## src/rtl/mem_stage.sv

```systemverilog
// mem_stage: pipeline memory stage.
// Takes the EX/MEM register outputs and either retires ALU ops straight into the
// MEM/WB register (latency 1) or runs a data-memory transaction (store: REQ;
// load: REQ then WAIT_RD) before retiring. stall holds EX/MEM while busy.
//
// Optional feature macro: MEM_STAGE_MISALIGN_TRAP_EN
//   defined   : a load/store with alu_result[1:0] != 0 issues no request and
//               retires next edge with wb_reg_write=0 and a misalign_trap pulse.
//   undefined : misalign_trap tied 0; low address bits are dropped.
//
// Ports:
//   clk, rst_n                      clock, async active-low reset
//   in_valid, mem_write_en,
//   mem_to_reg, reg_write,
//   alu_result, read_data_2, rd_num EX/MEM register contents
//   stall                           high while a transaction is in flight
//   dmem_req/we/addr/wdata          data-memory request channel
//   dmem_ready                      request accepted when dmem_req & dmem_ready
//   dmem_rvalid/rdata               data-memory read return
//   wb_*                            MEM/WB register; wb_valid pulses per retire
//   misalign_trap                   one-cycle pulse on a trapped access
module mem_stage #(
  parameter int unsigned DATA_W = 32,
  parameter int unsigned REG_W  = 5
) (
  input  logic              clk,
  input  logic              rst_n,
  input  logic              in_valid,
  input  logic              mem_write_en,
  input  logic              mem_to_reg,
  input  logic              reg_write,
  input  logic [DATA_W-1:0] alu_result,
  input  logic [DATA_W-1:0] read_data_2,
  input  logic [REG_W-1:0]  rd_num,
  output logic              stall,
  output logic              dmem_req,
  output logic              dmem_we,
  output logic [DATA_W-1:0] dmem_addr,
  output logic [DATA_W-1:0] dmem_wdata,
  input  logic              dmem_ready,
  input  logic              dmem_rvalid,
  input  logic [DATA_W-1:0] dmem_rdata,
  output logic              wb_valid,
  output logic              wb_reg_write,
  output logic              wb_mem_to_reg,
  output logic [REG_W-1:0]  wb_rd_num,
  output logic [DATA_W-1:0] wb_alu_result,
  output logic [DATA_W-1:0] wb_mem_data,
  output logic              misalign_trap
);

  typedef enum logic [1:0] {StIdle, StReq, StWaitRd} state_e;

  state_e state_q, state_d;

  // Pending transaction, latched on entry to StReq.
  logic [DATA_W-1:0] addr_q, wdata_q, alu_q;
  logic              we_q, reg_write_q, mem_to_reg_q;
  logic [REG_W-1:0]  rd_q;

  logic memop, trap_hit;
  logic latch_op, retire_in, retire_pend, load_done;

  assign memop = in_valid & (mem_write_en | mem_to_reg);

`ifdef MEM_STAGE_MISALIGN_TRAP_EN
  assign trap_hit = memop & (alu_result[1:0] != 2'b00);
`else
  assign trap_hit = 1'b0;
`endif

  always_comb begin
    state_d     = state_q;
    latch_op    = 1'b0;
    retire_in   = 1'b0;
    retire_pend = 1'b0;
    load_done   = 1'b0;
    unique case (state_q)
      StIdle: begin
        if (memop && !trap_hit) begin
          latch_op = 1'b1;
          state_d  = StReq;
        end else if (in_valid) begin
          // ALU op, or a trapped access, retires directly from the inputs.
          retire_in = 1'b1;
        end
      end
      StReq: begin
        if (dmem_ready) begin
          if (we_q) begin
            retire_pend = 1'b1;
            state_d     = StIdle;
          end else begin
            state_d = StWaitRd;
          end
        end
      end
      StWaitRd: begin
        if (dmem_rvalid) begin
          retire_pend = 1'b1;
          load_done   = 1'b1;
          state_d     = StIdle;
        end
      end
      default: state_d = StIdle;
    endcase
  end

  always_ff @(posedge clk or negedge rst_n) begin
    if (!rst_n) begin
      state_q      <= StIdle;
      addr_q       <= '0;
      wdata_q      <= '0;
      alu_q        <= '0;
      we_q         <= 1'b0;
      reg_write_q  <= 1'b0;
      mem_to_reg_q <= 1'b0;
      rd_q         <= '0;
    end else begin
      state_q <= state_d;
      if (latch_op) begin
        addr_q       <= {alu_result[DATA_W-1:2], 2'b00};
        wdata_q      <= read_data_2;
        alu_q        <= alu_result;
        we_q         <= mem_write_en;
        reg_write_q  <= reg_write;
        mem_to_reg_q <= mem_to_reg & ~mem_write_en;  // store wins
        rd_q         <= rd_num;
      end
    end
  end

  always_ff @(posedge clk or negedge rst_n) begin
    if (!rst_n) begin
      wb_valid      <= 1'b0;
      wb_reg_write  <= 1'b0;
      wb_mem_to_reg <= 1'b0;
      wb_rd_num     <= '0;
      wb_alu_result <= '0;
      wb_mem_data   <= '0;
    end else begin
      wb_valid <= retire_in | retire_pend;
      if (retire_in) begin
        wb_reg_write  <= reg_write & ~trap_hit;
        wb_mem_to_reg <= mem_to_reg & ~mem_write_en;
        wb_rd_num     <= rd_num;
        wb_alu_result <= alu_result;
      end else if (retire_pend) begin
        wb_reg_write  <= reg_write_q;
        wb_mem_to_reg <= mem_to_reg_q;
        wb_rd_num     <= rd_q;
        wb_alu_result <= alu_q;
      end
      if (load_done) begin
        wb_mem_data <= dmem_rdata;
      end
    end
  end

`ifdef MEM_STAGE_MISALIGN_TRAP_EN
  always_ff @(posedge clk or negedge rst_n) begin
    if (!rst_n) begin
      misalign_trap <= 1'b0;
    end else begin
      misalign_trap <= retire_in & trap_hit;
    end
  end
`else
  assign misalign_trap = 1'b0;
`endif

  assign stall      = (state_q != StIdle);
  assign dmem_req   = (state_q == StReq);
  assign dmem_we    = we_q;
  assign dmem_addr  = addr_q;
  assign dmem_wdata = wdata_q;

endmodule
```

## config.mk

```make
export PLATFORM = sky130hd
export DESIGN_NAME = mem_stage
export DESIGN_NICKNAME = d
export VERILOG_FILES = /design/src/rtl/mem_stage.sv
export SDC_FILE = /design/constraint.sdc
export NUM_CORES = 1
export LEC_CHECK = 0
export ABC_CLOCK_PERIOD_IN_PS = 1500
export CORE_ASPECT_RATIO = 0.6
export CORE_MARGIN = 1
export CORE_UTILIZATION = 40
export CTS_BUF_LIST = sky130_fd_sc_hd__clkbuf_8
export CTS_CLUSTER_DIAMETER = 60
export DETAILED_ROUTE_END_ITERATION = 8
export GPL_TIMING_DRIVEN = 1
export PLACE_DENSITY_LB_ADDON = 0.25
export SYNTH_ARGS = -nofsm -noshare
export SYNTH_HDL_FRONTEND = slang
export SYNTH_SLANG_ARGS = --single-unit
export TNS_END_PERCENT = 100
```

## constraint.sdc

```tcl
create_clock -name clk -period 1.5 [get_ports clk]
set_clock_uncertainty 0.05 [all_clocks]
set_input_delay 0.225 -clock clk [delete_from_list [all_inputs] [get_ports clk]]
set_output_delay 0.225 -clock clk [all_outputs]
set_load 0.1 [all_outputs]
```

==> results.md, run 1 <==
- Number of H-tree levels: 4
- Routed WL: 20980 microns
- Ratio of cells with drive above 1 in the final layout: 48.11%
- FILL cells: 797
- Yosys reg bits: 146
- Post-route DRC: 0
- Tmin final: 1.790 ns
- Hold Fails Final Rpt: 0
- Per-cell routed wire length: 21.69 microns
- Hpwl dp: 13070 microns
- # clock sinks: 146
- CORE AREA: 0.01480 sq mm
- GRT Util Overall: 24.70%
- Final period utilization: 119.4%
- Register area: 0.003655 sq mm
- Final Max Tran Viols: 0
- FF-to-FF End: wb_alu_result[21]
- Status: complete, but fails checks
- Crit Path Class: reg -> reg
- RSZ-0062 raised after global routing: true
- Die ar.: 0.01600 sq mm
- Vias: 5156
- Routed Antenna Nets: 0
- CTS tree: built
- Synth unique cells: 25
- Root buffer cell: clkbuf_8
- Ant. Diodes: 0
- DRT iter0 DRCs: 368
- First-pass GRT wire length: 29880 microns
- YS warnings: 0
- Row Count: 34
- Violated checks: negative setup slack
- Clock Path Buffers: 2
- Critical-path cell list: inv_2 > buf_12 > ha_4 > buf_6 > a32oi_4 > buf_4 > clkbuf_16 > o21ai_0 > a21oi_1
- Mapped Avg Cell Area: 12.48 sq um
- Reg2Reg Setup Slack: -0.29 ns
- EDFF count, synth: 0
- Initial antenna violation count: 0
- Syn Std Cell Area: 0.006192 sq mm
- TritonCTS Buffers: 17
- Port Buffers: 245
- Clock Latency Late Sink: 0.43 ns
- Die Y-Extent: 98.38 microns
- Worst setup EP type: flop
- Most used DFF post-synth: dfrtp_1
- Crit path max-delay family: buffers and inverters
- Largest net degree at the start of global routing: 40
- Area occupied by multi-input gates: 0.002670 sq mm
- Critical path launch point type: flop
- Asr flop ratio synth: 100.0%
- Reg2reg start: state_q[1]
- Hold Path Class: in -> async
- Crit-path max FO: 15
- Clock transition at path regs: 0.08 ns
- Routability Congestion: 0.7674
- Fmax: 558.5 MHz
- Setup ws final: -0.2905 ns
- Area growth, synth to finish: 91.17%
- Nets: 868
- Pre-Repair DR Iteration Count: 5
- Register area share after synthesis: 59.00%
- Io pins: 249
- Worst reg2reg path depth: 9
- Worst stage delay on the critical path: 0.39 ns
- Max Cap Violations: 0
- Critical path required time: 1.80 ns
- Cells after Synth: 496
- Vias in the first global route: 5299
- Initial Utilization: 41.83%
- Drt via density: 5.332
- WHS: 0.2174 ns
- Horiz. Die Dim: 162.6 microns
- Arr. time, crit path: 2.10 ns
- Number of buffers and inverters on the critical path: 5
- Final Setup Violations: 127
- Global route overflow: 0
- Crit-path slowest cell: dfrtp_1
[cell usage in the layout, fill, tap and decap left out, types with 13 or more instances in the layout]
master and instances:
nor2_1 38, dfrtp_1 145, clkdlybuf4s50_1 107, a31oi_1 26, o21ai_0 13, a21oi_1 34
buf_6 13, clkbuf_8 17, mux2_2 32, buf_12 151, buf_4 15, o21ai_1 21
mux2_4 71
[repair_timing]
item | in CTS | in global routing
hold buffers | 1 | 0
endpoints found under the setup margin | 146 | 149
pin swaps | 6 | 5
setup buffers | 8 | 9
gates cloned | 5 | 9
hold endpoints to repair | 95 | 0
gates resized for setup | 47 | 126
[cells in the mapped netlist, drive strengths merged, types with 2 or more instances]
cell,number,area (sq um)
nand2,2,7.510
nor2,38,142.6
dfrtp,146,3654
clkbuf,17,63.81
buf,50,355.3
mux2,103,1160
ha,3,37.54
inv,6,22.52
o21ai,42,210.2
a31oi,38,237.7
a21oi,39,195.2
[through the flow]
stage | cells | utilization, % | instance area (sq um) | TNS, ns | setup WS (ns)
2_1_floorplan | 498 | - | 6309 | -5.167 | -0.1411
3_3_place_gp | 903 | 69.41 | 10280 | -28.44 | -0.2876
4_1_cts | 949 | 75.14 | 11120 | -25.05 | -0.2540
3_5_place_dp | 903 | 69.41 | 10280 | -35.46 | -0.3963
5_1_grt | 967 | 79.96 | 11840 | -32.11 | -0.3717
6_report | 967 | 79.96 | 11840 | -25.34 | -0.2905
[worst max path at each step]
stage	start	endpoint	slack [ns]	cells past startpoint
4_1_cts	state_q[1]	stall	-0.25	5
2_1_floorplan	state_q[0]	wb_alu_result[16]	-0.14	6
6_report	state_q[1]	wb_alu_result[21]	-0.29	9
3_5_place_dp	mem_write_en	state_q[1]	-0.40	5
5_1_grt	state_q[1]	wb_rd_num[4]	-0.37	9
3_3_place_gp	mem_to_reg	dmem_wdata[5]	-0.29	4
[metal layers]
layer  wire length, microns  part of all wire (%)  vias to the layer above  global-route usage, %
met5                      0                     0                        -                      0
met4                    254                   1.2                        0                  6.758
met3                   1927                   9.2                       21                  8.921
met2                  10060                    48                      242                  39.45
met1                   8737                    42                     2635                  31.74
li1                       -                     -                     2258                      -
[area by class of cell]
| type | instances | area share, % |
|---|---|---|
| inverter | 6 | 0.2220 |
| sequential | 146 | 30.87 |
| multi-input combinational | 279 | 22.56 |
| clock buffer | 17 | 1.977 |
| tap | 198 | 2.093 |
| clock inverter | 15 | 1.829 |
| timing repair buffer | 306 | 40.45 |
[worst register-to-register path: stages, from the launching register on]
cell,delay [ns]
dfrtp_1,0.39
inv_2,0.08
buf_12,0.13
ha_4,0.16
buf_6,0.13
a32oi_4,0.21
buf_4,0.16
clkbuf_16,0.16
o21ai_0,0.09
a21oi_1,0.16
[kinds of logic after synthesis]
group / after synthesis / synth area share (%)
mux: 104 / 18.89
fa+ha+maj: 3 / 0.6062
other cells: 1 / 0.06056
buf+inv: 73 / 7.133
simple gates: 44 / 2.991
flops: 146 / 59.00
compound gates: 125 / 11.32
Power of run 1 is left out: the tool's default activity adds up to more than one toggle a clock period on the data nets, which glitch-free logic cannot reach.
==> run 2: changes to the inputs <==
--- a/config.mk
+++ b/config.mk
@@ -7,10 +7,11 @@
 export LEC_CHECK = 0
 export ABC_CLOCK_PERIOD_IN_PS = 1500
 export CORE_ASPECT_RATIO = 0.6
-export CORE_MARGIN = 1
+export CORE_MARGIN = 2
 export CORE_UTILIZATION = 40
 export CTS_BUF_LIST = sky130_fd_sc_hd__clkbuf_8
 export CTS_CLUSTER_DIAMETER = 60
+export CTS_CLUSTER_SIZE = 10
 export DETAILED_ROUTE_END_ITERATION = 8
 export GPL_TIMING_DRIVEN = 1
 export PLACE_DENSITY_LB_ADDON = 0.25
==> results.md, run 2 (synthesis results as in run 1) <==
- Status: complete, but fails checks
- Violated checks: negative setup slack
- Final period utilization: 116.4% (-3.0 points)
- FILL cells: 941 (+18%)
- Horiz. Die Dim: 164.6 microns (+1.2%)
- GRT Util Overall: 22.04% (-2.7 points)
- DRT iter0 DRCs: 329 (-11%)
- Register area: 0.003655 sq mm (unchanged)
- Area growth, synth to finish: 82.38%
- Pre-Repair DR Iteration Count: 4 (-1)
- Crit Path Class: reg -> reg
- Arr. time, crit path: 2.00 ns (-0.10 ns)
- Vias: 4953 (-3.9%)
- Routed Antenna Nets: 0 (unchanged)
- Met3 WL: 1983 microns (+2.9%)
- CORE AREA: 0.01524 sq mm (+2.9%)
- Top layer in use: met4
- Number of H-tree levels: 4 (unchanged)
- Routed WL: 19370 microns (-7.7%)
- Per-cell routed wire length: 20.16 microns (-7.1%)
- Metal-1 WL: 7669 microns (-12%)
- Commonest non-fill, non-tap cell in the layout: buf_12
- Initial antenna violation count: 0 (unchanged)
- Crit-path max FO: 34 (+19)
- Clock Path Buffers: 2 (unchanged)
- Fmax: 573.0 MHz (+2.6%)
- Io pins: 249 (unchanged)
- Nets: 857 (-1.3%)
- Global route overflow: 0 (unchanged)
- Drt via density: 5.154 (-3.3%)
- WHS: 0.2360 ns (+0.01862 ns)
- TritonCTS Buffers: 17 (unchanged)
- Ratio of cells with drive above 1 in the final layout: 46.31% (-1.8 points)
- Hold Path Class: in -> async
- Hpwl dp: 13120 microns (+0.37%)
- Vias in the first global route: 5123 (-3.3%)
- Port Buffers: 245 (unchanged)
- Setup TNS: -24.36 ns (+0.9830 ns)
- Area occupied by multi-input gates: 0.002434 sq mm (-8.9%)
- Ant. Diodes: 0 (unchanged)
- Critical path launch point type: flop
- Largest net degree at the start of global routing: 40 (unchanged)
- Post-route DRC: 0 (unchanged)
- Setup ws final: -0.2453 ns (+0.04519 ns)
- # clock sinks: 146 (unchanged)
- Initial Utilization: 40.63% (-1.2 points)
- Clock Latency Late Sink: 0.43 ns (about the same)
- Hold Fails Final Rpt: 0 (unchanged)
- Clock transition at path regs: 0.08 ns (about the same)
- CTS tree: built
- Max Cap Violations: 0 (unchanged)
- First-pass GRT wire length: 28010 microns (-6.2%)
- Root buffer cell: clkbuf_8
- Final Max Tran Viols: 0 (unchanged)
- Routability Congestion: 0.8302 (+8.2%)
- Most frequent cells in the layout: 152 x buf_12, 145 x dfrtp_1, 107 x clkdlybuf4s50_1
- Final Setup Violations: 146 (+15%)
- RSZ-0062 raised after global routing: true
- Worst setup EP type: flop
- Die ar.: 0.01652 sq mm (+3.3%)
- Critical path required time: 1.75 ns (-0.05 ns)
- Die Y-Extent: 100.4 microns (+2.0%)
- Met2 WL: 9509 microns (-5.5%)
- Tmin final: 1.745 ns (-0.04519 ns)
- Row Count: 35 (+2.9%)
## run 2: cell types whose count changed in the layout (fill, tap and decap cells not counted), moves of 6 or more
cell / change
a31oi_1: -7
a31oi_2: +8
buf_4: +6
buf_6: -7
mux2_1: +6
mux2_2: +49
mux2_4: -55
o21ai_0: +28
o21ai_1: -20
o21ai_2: -6
## run 2: through the flow
step / std cells / utilization (%) / setup WS, ns / instance area [sq um]
final: 961 / 74.11 / -0.2453 / 11290
after global placement: 910 / 67.65 / -0.2934 / 10310
after global routing: 961 / 74.11 / -0.2944 / 11290
after CTS: 948 / 70.75 / -0.2292 / 10780
after detailed placement: 910 / 67.65 / -0.3491 / 10310
after floorplan: 498 / - / -0.1411 / 6309
## run 2: repair_timing
| item | in CTS | in global routing |
|---|---|---|
| endpoints found under the setup margin | 146 | 148 |
| buffers inserted | 4 | 5 |
| hold buffers | 1 | 0 |
| endpoints found under the hold margin | 31 | 0 |
| cloned | 1 | 8 |
| resized for setup | 6 | 48 |
| pin swaps | 2 | 5 |
## run 2: worst max-delay path: stages, from the launching register on
cell,delay [ns]
dfrtp_1,0.40
inv_2,0.07
ha_4,0.16
buf_4,0.15
o211ai_4,0.14
buf_12,0.28
mux2_2,0.36
## run 2: path summary, 6_finish.rpt
path | start | to | slack (ns) | cells past startpoint
min in group clk | alu_result[25] | wb_alu_result[25] | 0.35 | 3
setup / recovery | state_q[0] | alu_q[22] | -0.25 | 6
setup reg to reg | state_q[0] | alu_q[22] | -0.25 | 6
hold / removal | rst_n | wb_alu_result[31] | 0.24 | 2
hold reg to reg | mem_to_reg_q | mem_to_reg_q | 0.45 | 2
max in group asynchronous | rst_n | wb_alu_result[16] | 0.59 | 3
## run 2: area by class of cell
cell class                 count  share of cell area [%]
multi-input combinational    279                   21.55
sequential                   146                   32.36
timing repair buffer         295                   40.26
inverter                       6                  0.2327
tap                          203                   2.249
clock inverter                14                   1.152
clock buffer                  18                   2.194
## run 2: layer usage
metal,vias to the layer above,GRT usage [%]
met5,-,0
met4,0,4.615
met3,22,10.21
met1,2513,27.41
met2,184,35.53
li1,2234,-
Power of run 2 is left out for the same reason.
